[config.mk]
export PLATFORM = sky130hd
export DESIGN_NAME = pc_redirect_ctrl
export DESIGN_NICKNAME = d
export VERILOG_FILES = /design/src/rtl/pc_redirect_ctrl.sv
export SDC_FILE = /design/constraint.sdc
export NUM_CORES = 1
export LEC_CHECK = 0
export CORE_MARGIN = 10
export CORE_UTILIZATION = 45
export DETAILED_ROUTE_END_ITERATION = 16
export DONT_BUFFER_PORTS = 1
export SLEW_MARGIN = 20
export SYNTH_ARGS = -nofsm -noshare
export SYNTH_HDL_FRONTEND = slang
export SYNTH_SLANG_ARGS = --single-unit
[constraint.sdc]
create_clock -name clock -period 2.26 [get_ports clock]
set_clock_uncertainty 0.2 [all_clocks]
set_input_delay 0.565 -clock clock [delete_from_list [all_inputs] [get_ports clock]]
set_output_delay 0.565 -clock clock [all_outputs]
set_load 0.05 [all_outputs]
[src/rtl/pc_redirect_ctrl.sv]
// pc_redirect_ctrl: owns the fetch PC, arbitrates redirects (trap > jalr > br > jal), holds them until fetch is ready, then flushes.
module pc_redirect_ctrl #(
  parameter logic [31:0] RESET_VEC    = 32'h0000_0000,
  parameter int unsigned FLUSH_CYCLES = 2
) (
  input  logic        clock,
  input  logic        reset,
  input  logic        io_if_ready,
  input  logic        io_stall,
  input  logic        io_br_taken,
  input  logic [31:0] io_br_target,
  input  logic        io_jal,
  input  logic [31:0] io_jal_target,
  input  logic        io_jalr,
  input  logic [31:0] io_jalr_target,
  input  logic        io_trap,
  input  logic [31:0] io_trap_vec,
  output logic [31:0] io_pc,
  output logic        io_pc_valid,
  output logic        io_jmp_br_jalr_mux_sel,
  output logic [1:0]  io_pc_mux_sel,
  output logic        io_flush,
  output logic        io_redirect_pending,
  output logic        io_misalign
);
  typedef enum logic [1:0] {BOOT, RUN, HOLD, FLUSH} state_e;
  localparam logic [2:0] SRC_NONE = 3'd0, SRC_JAL = 3'd1, SRC_BR = 3'd2, SRC_JALR = 3'd3, SRC_TRAP = 3'd4;
  state_e      state_q, state_d;
  logic [31:0] pc_q, pc_d, pend_tgt_q, pend_tgt_d, req_tgt, app_tgt;
  logic [2:0]  pend_src_q, pend_src_d, req_src, app_src, cnt_q, cnt_d;
  logic [1:0]  psel_q, psel_d;
  logic        valid_q, valid_d, jsel_q, jsel_d, mis_q, mis_d, take, adv;
  always_comb begin
    req_src = io_trap ? SRC_TRAP : io_jalr ? SRC_JALR : io_br_taken ? SRC_BR : io_jal ? SRC_JAL : SRC_NONE;
    req_tgt = io_trap ? io_trap_vec : io_jalr ? {io_jalr_target[31:1], 1'b0} : io_br_taken ? io_br_target : io_jal_target;
    app_src = (state_q == HOLD && req_src <= pend_src_q) ? pend_src_q : req_src;
    app_tgt = (state_q == HOLD && req_src <= pend_src_q) ? pend_tgt_q : req_tgt;
    take    = state_q == RUN ? req_src != SRC_NONE : state_q == FLUSH ? io_trap : state_q == HOLD;
    adv     = io_if_ready && !io_stall;
    state_d    = state_q;
    pc_d       = pc_q;
    valid_d    = valid_q;
    jsel_d     = 1'b0;
    psel_d     = psel_q;
    mis_d      = 1'b0;
    cnt_d      = cnt_q;
    pend_src_d = pend_src_q;
    pend_tgt_d = pend_tgt_q;
    if (state_q == BOOT) begin
      state_d = RUN;
      valid_d = 1'b1;
      psel_d  = 2'd0;
    end else if (take && io_if_ready) begin
      pc_d       = app_tgt;
      psel_d     = app_src == SRC_TRAP ? 2'd2 : 2'd1;
      jsel_d     = app_src == SRC_JALR;
      mis_d      = (app_src == SRC_BR || app_src == SRC_JAL) && app_tgt[1:0] != 2'b00;
      cnt_d      = 3'(FLUSH_CYCLES);
      state_d    = FLUSH;
      pend_src_d = SRC_NONE;
    end else if (take) begin
      state_d    = HOLD;
      pend_src_d = app_src;
      pend_tgt_d = app_tgt;
      psel_d     = 2'd3;
    end else begin
      pc_d   = adv ? pc_q + 32'd4 : pc_q;
      psel_d = adv ? 2'd0 : 2'd3;
      cnt_d  = state_q == FLUSH ? cnt_q - 3'd1 : cnt_q;
      state_d = (state_q == FLUSH && cnt_d == 3'd0) ? RUN : state_q;
    end
  end
  always_ff @(posedge clock or negedge reset) begin
    if (!reset) begin
      state_q    <= BOOT;
      pc_q       <= RESET_VEC;
      valid_q    <= 1'b0;
      jsel_q     <= 1'b0;
      psel_q     <= 2'd0;
      mis_q      <= 1'b0;
      cnt_q      <= 3'd0;
      pend_src_q <= SRC_NONE;
      pend_tgt_q <= 32'd0;
    end else begin
      state_q    <= state_d;
      pc_q       <= pc_d;
      valid_q    <= valid_d;
      jsel_q     <= jsel_d;
      psel_q     <= psel_d;
      mis_q      <= mis_d;
      cnt_q      <= cnt_d;
      pend_src_q <= pend_src_d;
      pend_tgt_q <= pend_tgt_d;
    end
  end
  assign io_pc                  = pc_q;
  assign io_pc_valid            = valid_q;
  assign io_jmp_br_jalr_mux_sel = jsel_q;
  assign io_pc_mux_sel          = psel_q;
  assign io_flush               = state_q == FLUSH && cnt_q != 3'd0;
  assign io_redirect_pending    = state_q == HOLD;
  assign io_misalign            = mis_q;
endmodule
After elaboration in Yosys (flattened, before gate mapping)

Cells that the tools add are included.

Bitwise operators: 2
Reductions and logical operators: 20
Magnitude comparators: 1
Muxes and demuxes: 32
Add/subtract/negate cells: 2
Equality and inequality tests: 8

Operators with widths:

| operator                | count |
|---|---|
| $mux W32                | 7 |
| $add A32 B3 Y32 const B | 1 |
| $mux W2                 | 11 |
| $mux W3                 | 7 |
| $mux W1                 | 7 |
| $eq A3 B2 Y1 const B    | 2 |
| $logic_and A1 B1 Y1     | 6 |
| $reduce_and A3 Y1       | 2 |
| $reduce_bool A2 Y1      | 3 |
| $reduce_bool A3 Y1      | 2 |
| $eq A2 B2 Y1 const B    | 2 |
| $reduce_and A2 Y1       | 2 |
| $reduce_bool A4 Y1      | 1 |
| $eq A3 B1 Y1 const B    | 1 |
| $eq A3 B3 Y1 const B    | 1 |
| $le A3 B3 Y1            | 1 |
| $logic_not A3 Y1        | 1 |
| $sub A3 B1 Y3 const B   | 1 |
| $eq A2 B1 Y1 const B    | 1 |
| $logic_not A2 Y1        | 1 |
| $ne A2 B1 Y1 const B    | 1 |
| $not A1 Y1              | 2 |
| $logic_not A1 Y1        | 1 |
| $logic_or A1 B1 Y1      | 1 |

Logic and storage cells: 74
Flip-flop bits (word level): 77

Logic depth before layout (Yosys ltp)

Gate-level depths: netlist of the first run.

Depth in word-level cells: 12
Gate-level depth with buffers: 13

Worst setup path after synthesis of the first run

Ideal clock, no wire load.

Path kind: input port to flip-flop
Start point: in io_jalr
End point: reg pend_tgt_q[18]
Path slack: -859 ps
Arrival: 2793 ps
Path buffers: 5
Setup time: 125 ps
Cell stages on the path: 12
Path through: buf_6 clkbuf_1 clkbuf_1 o21ai_0 ha_1 nand3_1 o21ai_0 o21a_1 buf_4 nor2_4 buf_6 mux2_4

Word-level cells in the longest chain between the ends: 7
Elaborated cells on any way between the ends: 12

Ends and longest elaborated chain:

| what                               | line | text |
|---|---|---|
| start: declaration                 | 14   | `input logic io_jalr,` |
| $mux W2                            | 34   | `req_src = io_trap ? SRC_TRAP : io_jalr ? SRC_JALR : io_br_taken ? SRC_BR : io_jal ? SRC_JAL : SRC_NONE;` |
| $mux W3                            | 34   |  |
| $reduce_bool A3 Y1                 | 38   | `take = state_q == RUN ? req_src != SRC_NONE : state_q == FLUSH ? io_trap : state_q == HOLD;` |
| $mux W1                            | 38   |  |
| $logic_and A1 B1 Y1                | 53   | `end else if (take && io_if_ready) begin` |
| $not A1 Y1 (no source line)        | n/a  |  |
| $reduce_and A3 Y1 (no source line) | n/a  |  |
| end signal: assignment             | 93   | `pend_tgt_q <= pend_tgt_d;` |
| end: declaration                   | 29   | `logic [31:0] pc_q, pc_d, pend_tgt_q, pend_tgt_d, req_tgt, app_tgt;` |

Parallel ways exist; a longest one is shown, timed or not.
A chain may end at the register's enable or synchronous reset.

Final worst setup path of the first run

Start point: in io_jal
End point: reg pc_q[18] (netlist: io_pc[18])

Word-level cells in the longest chain between the ends: 9
Elaborated cells on any way between the ends: 14

Ends and longest elaborated chain:

| what                                                                       | line | text |
|---|---|---|
| start: declaration                                                         | 12   | `input logic io_jal,` |
| $mux W1 *                                                                  | 34   |  |
| $mux W2 * (2 in a row)                                                     | 34   |  |
| $mux W3 *                                                                  | 34   |  |
| $reduce_bool A3 Y1                                                         | 38   |  |
| $mux W1                                                                    | 38   |  |
| $logic_and A1 B1 Y1                                                        | 53   |  |
| $ne A2 B1 Y1 (no source line) / $reduce_bool A2 Y1 (equally long branches) | n/a  |  |
| $reduce_and A3 Y1 (no source line)                                         | n/a  |  |
| end signal: assignment                                                     | 86   | `pc_q <= pc_d;` |
| end: declaration                                                           | 29   |  |

Mark *: on every way between the ends. The rest lies on a longest branch, timed or not.

==> results by stage, run 1 <==
GRT:
- The first global-routing pass estimated 26200 um of wire.
- The initial antenna violation count is 0.
- Entering global routing, the biggest net connects 78 pins.
- The total routing usage reported by global routing is 19.7%.
- For this run the aggregate overflow at the end of global routing stands at 0.
- The via count of the first global-routing pass is 4766.

Setup path:
- STA classifies the critical path startpoint as a primary input.
- The cell depth of the worst flop-to-flop path is 8.
- The critical path class is in2reg.
- STA puts the critical path data required time at 2260 ps.
- The arrival time at the worst endpoint is 2240 ps.
- Of all nets on the critical path, the largest fanout is 20.
- The type of element capturing the critical path is a flop.

Timing:
- At the pin with the least slew margin, the transition time is 634 ps.
- The tightest slew margin relative to the limit is 57.4%.
- Setup violations remaining at the end of the flow were counted as 0.
- The total count of hold-check failures in the final report is 77.
- The time the worst path needs with I/O delays and setup is 2230 ps.
- The maximum clock frequency is 448 MHz.
- The minimum setup slack in the final design is 26.3 ps.
- The worst hold-check slack is -284 ps.
- The count of final max-slew check failures is 0.
- After layout, the worst path uses 98.8% of the clock period.

Status:
- The checks that failed: negative hold slack.
- The run finished, with violations left.

Yosys:
- Sequential elements use 36.0% of the synthesized area.
- The count of cell types in the netlist is 53.
- The number of synthesized flops with an enable pin is 0.
- Ranked by total cell area, the synthesized netlist is headed by dfrtp_1, mux2i_1, o21ai_0.
- The Yosys step of the flow raised 0 warnings.
- After synthesis the cells add up to 0.00536 mm^2.
- The synthesized design devotes to its leading area cell type 36.0% of total area.
- The register bit count reported by yosys is 77.
- The net count after synthesis is 734.
- The prevailing post-synth register cell is dfrtp_1.
- The cell taking the most area after synthesis is dfrtp_1.
- The number of instances in the synthesized netlist is 592.
- The mean post-synth cell area is 9.05 um^2.
- The share of synthesized flip-flops with an asynchronous set or reset is 100%.

Final layout:
- After routing the design area is 0.00641 mm^2.
- Relative to the synthesized area, the layout overhead comes to 19.6%.
- The antenna diode instance count is 0.
- Cells with a size suffix above 1 make up 24.3% of the layout.
- The final layout contains 780 nets.
- The layout filler cell count is 994.

Floorplan:
- The total number of placement rows is 39.
- The core region is 0.0115 mm^2.
- From left edge to right edge, the die measures 129 um.
- 175 I/O pins were placed.
- The die is 129 um tall.
- The area of the die is 0.0167 mm^2.
- For this configuration, the core starts out at a cell density of 46.5%.

CTS:
- The H-tree generated during clock tree synthesis spans 3 levels.
- At the later pin of the worst-skew pair, clock insertion delay measures 340 ps.
- Clock-pin slew was measured on the worst setup and hold paths at 60 ps.
- The clock tree root buffer cell is clkbuf_16.
- The number of buffers added by the clock tree synthesis step is 9.
- The number of clock sinks is 77.
- TritonCTS built the clock tree.
- The largest buffer count on any clock path is 2.

Power and ir drop:
- The reported leakage power is 2.78 nW.
- The fraction of power spent switching nets is 45.1%.
- IR analysis of the VDD net gives a maximum drop of 0.453 mV.
- The proportion of power drawn by combinational gates is 50.5%.
- The net load switching power is 3.70 mW.
- Cell internal power was estimated by the tool at 4.52 mW.
- In this run, flip-flops and latches consume 32.9% of the power.
- For this design the ratio of total power to cell area is 1280 mW/mm^2.
- The clock network accounts for 16.6% of the total power.
- Overall power consumption after layout is estimated at 8.22 mW.

Detailed routing:
- The via count of the routed design is 4809.
- The via density per instance is 6.12.
- Dividing the detail-routed wire length by the instance count gives 21.7 um.
- The residual DRC count is 0.
- The remaining antenna violation count after routing is 0.
- After the first detailed-routing iteration, the DRC count stood at 510.
- The number of search-and-repair iterations in the first detailed-routing pass is 5.
- After detailed routing, the total wire length is 17100 um.

Min path:
- The worst hold path belongs to the class in2async.

Placement:
- At the placement stage, the worst setup path has a slack of -418 ps.
- Detailed placement ended at an HPWL of 13100 um.
- The placed instances occupy a cell area of 0.00601 mm^2.
- In this run the tool buffered the top-level ports with 0 buffer cells.
- The weighted congestion at the end of routability-driven global placement is 0.831.

Job:
- The tool flagged a number of max-cap violations equal to 0.
[power groups by stage]
stage	registers (mW)	clock network [mW]	logic (mW)
after detailed placement	2.71	0	3.97
after floorplan	3.51	0	1.88
after global placement	2.69	0	3.89
after global routing	2.79	1.46	4.44
final	2.70	1.37	4.15
after CTS	2.70	1.39	4.00
[logic make-up (layout without fill, tap and decap cells)]
logic type,count (synthesis),after routing,share of synthesized area [%]
buf+inv,59,110,5.07
simple gates,191,191,18.5
compound gates,178,178,22.2
flops,77,77,36.0
fa+ha+maj,6,6,1.40
xor+xnor,6,6,0.981
mux,75,75,15.9
[cells in the final DEF, fill, tap and decap left out, types with 3 or more instances in the layout]
master / synthesis / final
nor3_1: 9 / 9
buf_12: 0 / 5
a211oi_1: 21 / 20
ha_1: 6 / 4
nand3_1: 16 / 15
mux2_4: 16 / 16
o211ai_1: 12 / 12
o21ai_0: 52 / 48
dfrtp_1: 77 / 76
inv_1: 11 / 11
nor2b_1: 40 / 39
clkbuf_16: 0 / 10
nor2_1: 23 / 22
xor2_1: 6 / 6
a31oi_1: 5 / 5
nor2_4: 2 / 3
o221ai_1: 20 / 20
o31ai_1: 19 / 19
nand4_1: 16 / 16
and2_1: 3 / 3
o22ai_1: 5 / 5
mux2i_1: 44 / 39
and3_1: 7 / 7
nand2_1: 60 / 60
a21oi_1: 25 / 24
clkinv_2: 0 / 5
nand2b_1: 3 / 3
buf_4: 1 / 74
mux2i_2: 0 / 5
mux2_2: 15 / 15
[state kept, by name (all words and copies together), names as in the netlist]
signal / cells
cnt_q: 3
io_pc_mux_sel: 2
pend_src_q: 3
io_misalign: 1
io_pc: 32
pend_tgt_q: 32
io_pc_valid: 1
state_q: 2
io_jmp_br_jalr_mux_sel: 1
[final timing paths]
| path | startpoint | end | slack, ps |
|---|---|---|---|
| max | io_jal | io_pc[18]$_DFFE_PN0P_ | 30 |
| min | reset | io_pc_valid$_DFFE_PN0P_ | -280 |
| min in group clock | io_trap | cnt_q[0]$_DFFE_PN0P_ | 140 |
| max in group asynchronous | reset | io_pc[3]$_DFFE_PN0P_ | 2000 |
| max reg2reg | pend_src_q[2]$_DFFE_PN0P_ | pend_tgt_q[31]$_DFFE_PN0P_ | 60 |
| min reg2reg | pend_tgt_q[11]$_DFFE_PN0P_ | pend_tgt_q[11]$_DFFE_PN0P_ | 290 |
[Yosys cell counts, types with 11 or more instances]
cell type,n
inv_1,11
o221ai_1,20
mux2i_1,44
mux2_4,16
nand3_1,16
o211ai_1,12
clkbuf_1,26
nand4_1,16
nor2_1,23
buf_2,15
o31ai_1,19
nand2_1,60
dfrtp_1,77
a21oi_1,25
nor2b_1,40
mux2_2,15
a211oi_1,21
o21ai_0,52
[timing repair]
item / in CTS / in global routing
endpoints found under the setup margin: 9 / 33
resized for setup: 3 / 13
pin swaps: 0 / 1
cloned: 0 / 1
setup buffers: 0 / 2
hold endpoints to repair: 77 / 77
[critical path: stages]
cell	delay, ps
nor2b_1	120
o21ai_2	150
ha_1	210
inv_1	80
a211oi_4	340
o21ai_4	120
buf_12	180
mux2i_1	290
o221ai_1	170
[cell type report]
type	count	area, um^2	share of cell area [%]
clock buffer	11	253	3.94
clock inverter	5	25.0	0.390
inverter	12	50.0	0.781
multi-input combinational	456	3270	51.0
sequential	77	1930	30.1
tap	143	179	2.79
timing repair buffer	82	703	11.0
[through the flow]
stage	setup TNS (ps)	std cells	util [%]
2_1_floorplan	-27490	592	-
3_3_place_gp	-15660	767	52.2
3_5_place_dp	-18460	767	52.2
4_1_cts	0	783	54.7
5_1_grt	-256	786	55.6
6_report	0	786	55.6
[layer usage]
layer	GRT usage [%]	routed length (um)	part of all wire, %
met1	26.8	7850	46
met5	0	0	0
met3	6.61	1480	8.7
met2	29.3	7530	44
met4	5.08	214	1.3
Power figures use the tool's default switching activity.
==> run 2, diff against run 1 <==
==> constraint.sdc (replaced) <==
create_clock -name clock -period 2.26 [get_ports clock]
set_clock_uncertainty 0.2 [all_clocks]
set_input_delay 0.226 -clock clock [delete_from_list [all_inputs] [get_ports clock]]
set_output_delay 0.226 -clock clock [all_outputs]
set_load 0.05 [all_outputs]
==> run 2 against run 1 <==
Net effect: the run ends with negative hold slack, negative setup slack left; power grew 2.6%; worst hold slack improved by 280 ps; sequential share of layout area down 0.67 points; worst setup slack got worse by 58 ps; final cell count grew 0.38%; clock power barely moved; first-iteration DRC count down 11%; core utilization increased by 1.6 points; register-to-register slack got worse by 90 ps; global-route usage grew 0.56 points; critical path type is now reg2reg; largest cell class unchanged; largest power group unchanged.
==> results by stage, run 2 (synthesis gave the netlist of run 1 again) <==
Status:
- The flow ran to the end, but the final reports show violations.
- The final reports fail on negative hold slack, negative setup slack.

Power and ir drop:
- For this design the static power due to leakage is 2.75 nW.
- The total power is 8.43 mW.
- The highest ir drop seen on vdd is 0.471 mV.
- In this run the power density over the cells is 1280 mW/mm^2.

Floorplan:
- In this run the vertical extent of the chip is 129 um.
- The width of the chip is 129 um.
- The placeable core region is 0.0115 mm^2.
- The die covers 0.0167 mm^2.
- The total number of placement rows is 39.
- 175 I/O pins were placed.
- For this configuration, the core starts out at a cell density of 46.5%.

Min path:
- The number of cells on the worst hold path is 3.
- The startpoint of the tightest hold check path is io_trap_vec[8].
- The class of the most critical hold timing path is in2reg.
- The path with the worst hold slack has its endpoint at pend_tgt_q[8]$_DFFE_PN0P_.

CTS:
- The largest buffer count on any clock path is 2.
- The number of buffers added by the clock tree synthesis step is 9.
- The clock drives 77 sinks.
- The clock tree root buffer cell is clkbuf_16.
- The clock insertion delay at the later pin of the skew report is 340 ps.
- The clock slew at the register clock pins of the worst setup and hold paths is 60 ps.
- TritonCTS built the clock tree.
- The count of H-tree levels built during CTS is 3.

Timing:
- After layout, the worst path uses 101% of the clock period.
- The total negative slack is -60.8 ps.
- The total count of hold-check failures in the final report was 1.
- The final setup violation count is 4.
- The tightest slew margin relative to the limit is 52.2%.
- The maximum clock frequency is 436 MHz.
- At the pin with the least slew margin, the transition time is 712 ps.
- The time the worst path needs with I/O delays and setup is 2290 ps.
- The count of final max-slew check failures is 0.
- In the post-route analysis, the smallest setup slack over all paths is -31.8 ps.
- Setup repair after global routing could not meet its margin everywhere.
- Hold timing on the final database bottoms out at a slack of -4.77 ps.

Setup path:
- The type of element capturing the critical path is a flop.
- The arrival time at the worst endpoint is 2300 ps.
- The maximum fanout encountered on the critical timing path is 6.
- The worst register-to-register path has a setup slack of -30 ps.
- The worst register-to-register path begins at pend_src_q[1]$_DFFE_PN0P_.
- In this run the critical register-to-register path is captured at io_pc[11]$_DFFE_PN0P_.
- The required time at the worst-slack endpoint is 2270 ps.
- The cell depth of the worst flop-to-flop path is 10.
- The worst setup path is launched from a flop.
- The critical path is of the reg2reg type.

Detailed routing:
- The remaining antenna violation count after routing is 0.
- The pre-antenna-repair detailed-routing pass consisted of 5 iterations.
- In this run the top signal layer used is met4.
- The via count of the routed design is 4863.
- After detailed routing, the met3 layer carries 1620 um of wire.
- The detailed router put a total of 7920 um of wire on met1.
- The routed wirelength normalized by instance count is 22.4 um.
- In the routed design, unresolved DRC markers number 0.
- In the routed layout, each cell is associated on average with a via count of 6.16.
- For this block, the routed nets add up to 17700 um of wire.
- The number of DRC violations after detailed-routing iteration 0 is 453.
- Detailed routing placed a total of 7920 um of wire on met2.

GRT:
- Global routing finished with a remaining overflow of 0.
- The via count of the first global-routing pass is 4866.
- The initial antenna violation count is 0.
- The total routing usage reported by global routing is 20.3%.
- The maximum number of pins on one net before global-route repair is 78.
- The first global-routing pass estimated 26800 um of wire.

Placement:
- The cell total after placement is 753.
- The instance area after placement is 0.00590 mm^2.
- The detailed-placement wirelength estimate is 12800 um.
- The number of input and output port buffers inserted is 0.
- The congestion estimate from routability-driven global placement came to 0.844.
- At the placement stage, the worst setup path has a slack of -22.4 ps.

Final layout:
- In the layout the commonest cells are dfrtp_1, buf_4, nand2_1, o21ai_0, nor2b_1.
- The filler-free cell count of the finished design is 789.
- Of the cells placed in the final design, the portion with a size suffix greater than 1 is 26.3%.
- The number of antenna diodes in the final layout is 0.
- The area overhead of the layout relative to synthesis is 23.0%.
- The layout filler cell count is 1009.
- The library cell used most frequently in the layout, excluding fill and tap cells, is dfrtp_1.
- Once layout is complete, the utilization of the core stands at 57.2%.
- After the last flow step, the layout net total stands at 783.
- Once layout is done, the placed cells without fillers occupy 0.00659 mm^2.

Job:
- The count of maximum capacitance violations is 0.
-- run 2: worst max-delay path by stage --
stage,from,to,slack (ps)
2_1_floorplan,io_jalr,pend_tgt_q[18]$_DFFE_PN0P_,-200
4_1_cts,pend_src_q[2]$_DFFE_PN0P_,io_pc[21]$_DFFE_PN0P_,20
5_1_grt,pend_src_q[1]$_DFFE_PN0P_,io_pc[9]$_DFFE_PN0P_,-60
3_5_place_dp,io_jal,io_pc[29]$_DFFE_PN0P_,-20
3_3_place_gp,io_jal,io_pc[29]$_DFFE_PN0P_,40
6_report,pend_src_q[1]$_DFFE_PN0P_,io_pc[11]$_DFFE_PN0P_,-30
-- run 2: power by group --
part	leakage [nW]	switching, mW	total, mW	internal (mW)
registers	0.932	0.748	2.77	2.02
clock network	0.138	0.590	1.39	0.799
logic	1.68	2.50	4.27	1.78
total	2.75	3.84	8.43	4.60
-- run 2: layout make-up --
type / count / area [um^2] / area share, %
clock buffer: 12 / 256 / 3.89
clock inverter: 4 / 22.5 / 0.342
inverter: 12 / 50.0 / 0.760
multi-input combinational: 456 / 3340 / 50.7
sequential: 77 / 1940 / 29.4
tap: 143 / 179 / 2.72
timing repair buffer: 85 / 801 / 12.2
-- run 2: metal layers --
layer	track usage, %	up-vias
li1	-	2308
met1	27.0	2318
met2	30.2	220
met3	7.06	17
met4	6.29	0
met5	0	-
-- run 2: what timing repair did --
action | 4_1_cts | 5_1_grt
cloned | 0 | 3
pin swaps | 0 | 3
hold buffers | 11 | 0
setup buffers | 0 | 6
hold endpoints to repair | 93 | 0
setup endpoints to repair | 1 | 36
gates resized for setup | 1 | 33
-- run 2: worst max-delay path, stage by stage, from the launching register on --
cell and delay, ps:
dfrtp_1 400, inv_2 80, ha_4 210, a211oi_4 270, buf_4 170, o21ai_4 50, buf_12 140, buf_6 120
clkbuf_16 160, mux2i_2 220, o221ai_1 140
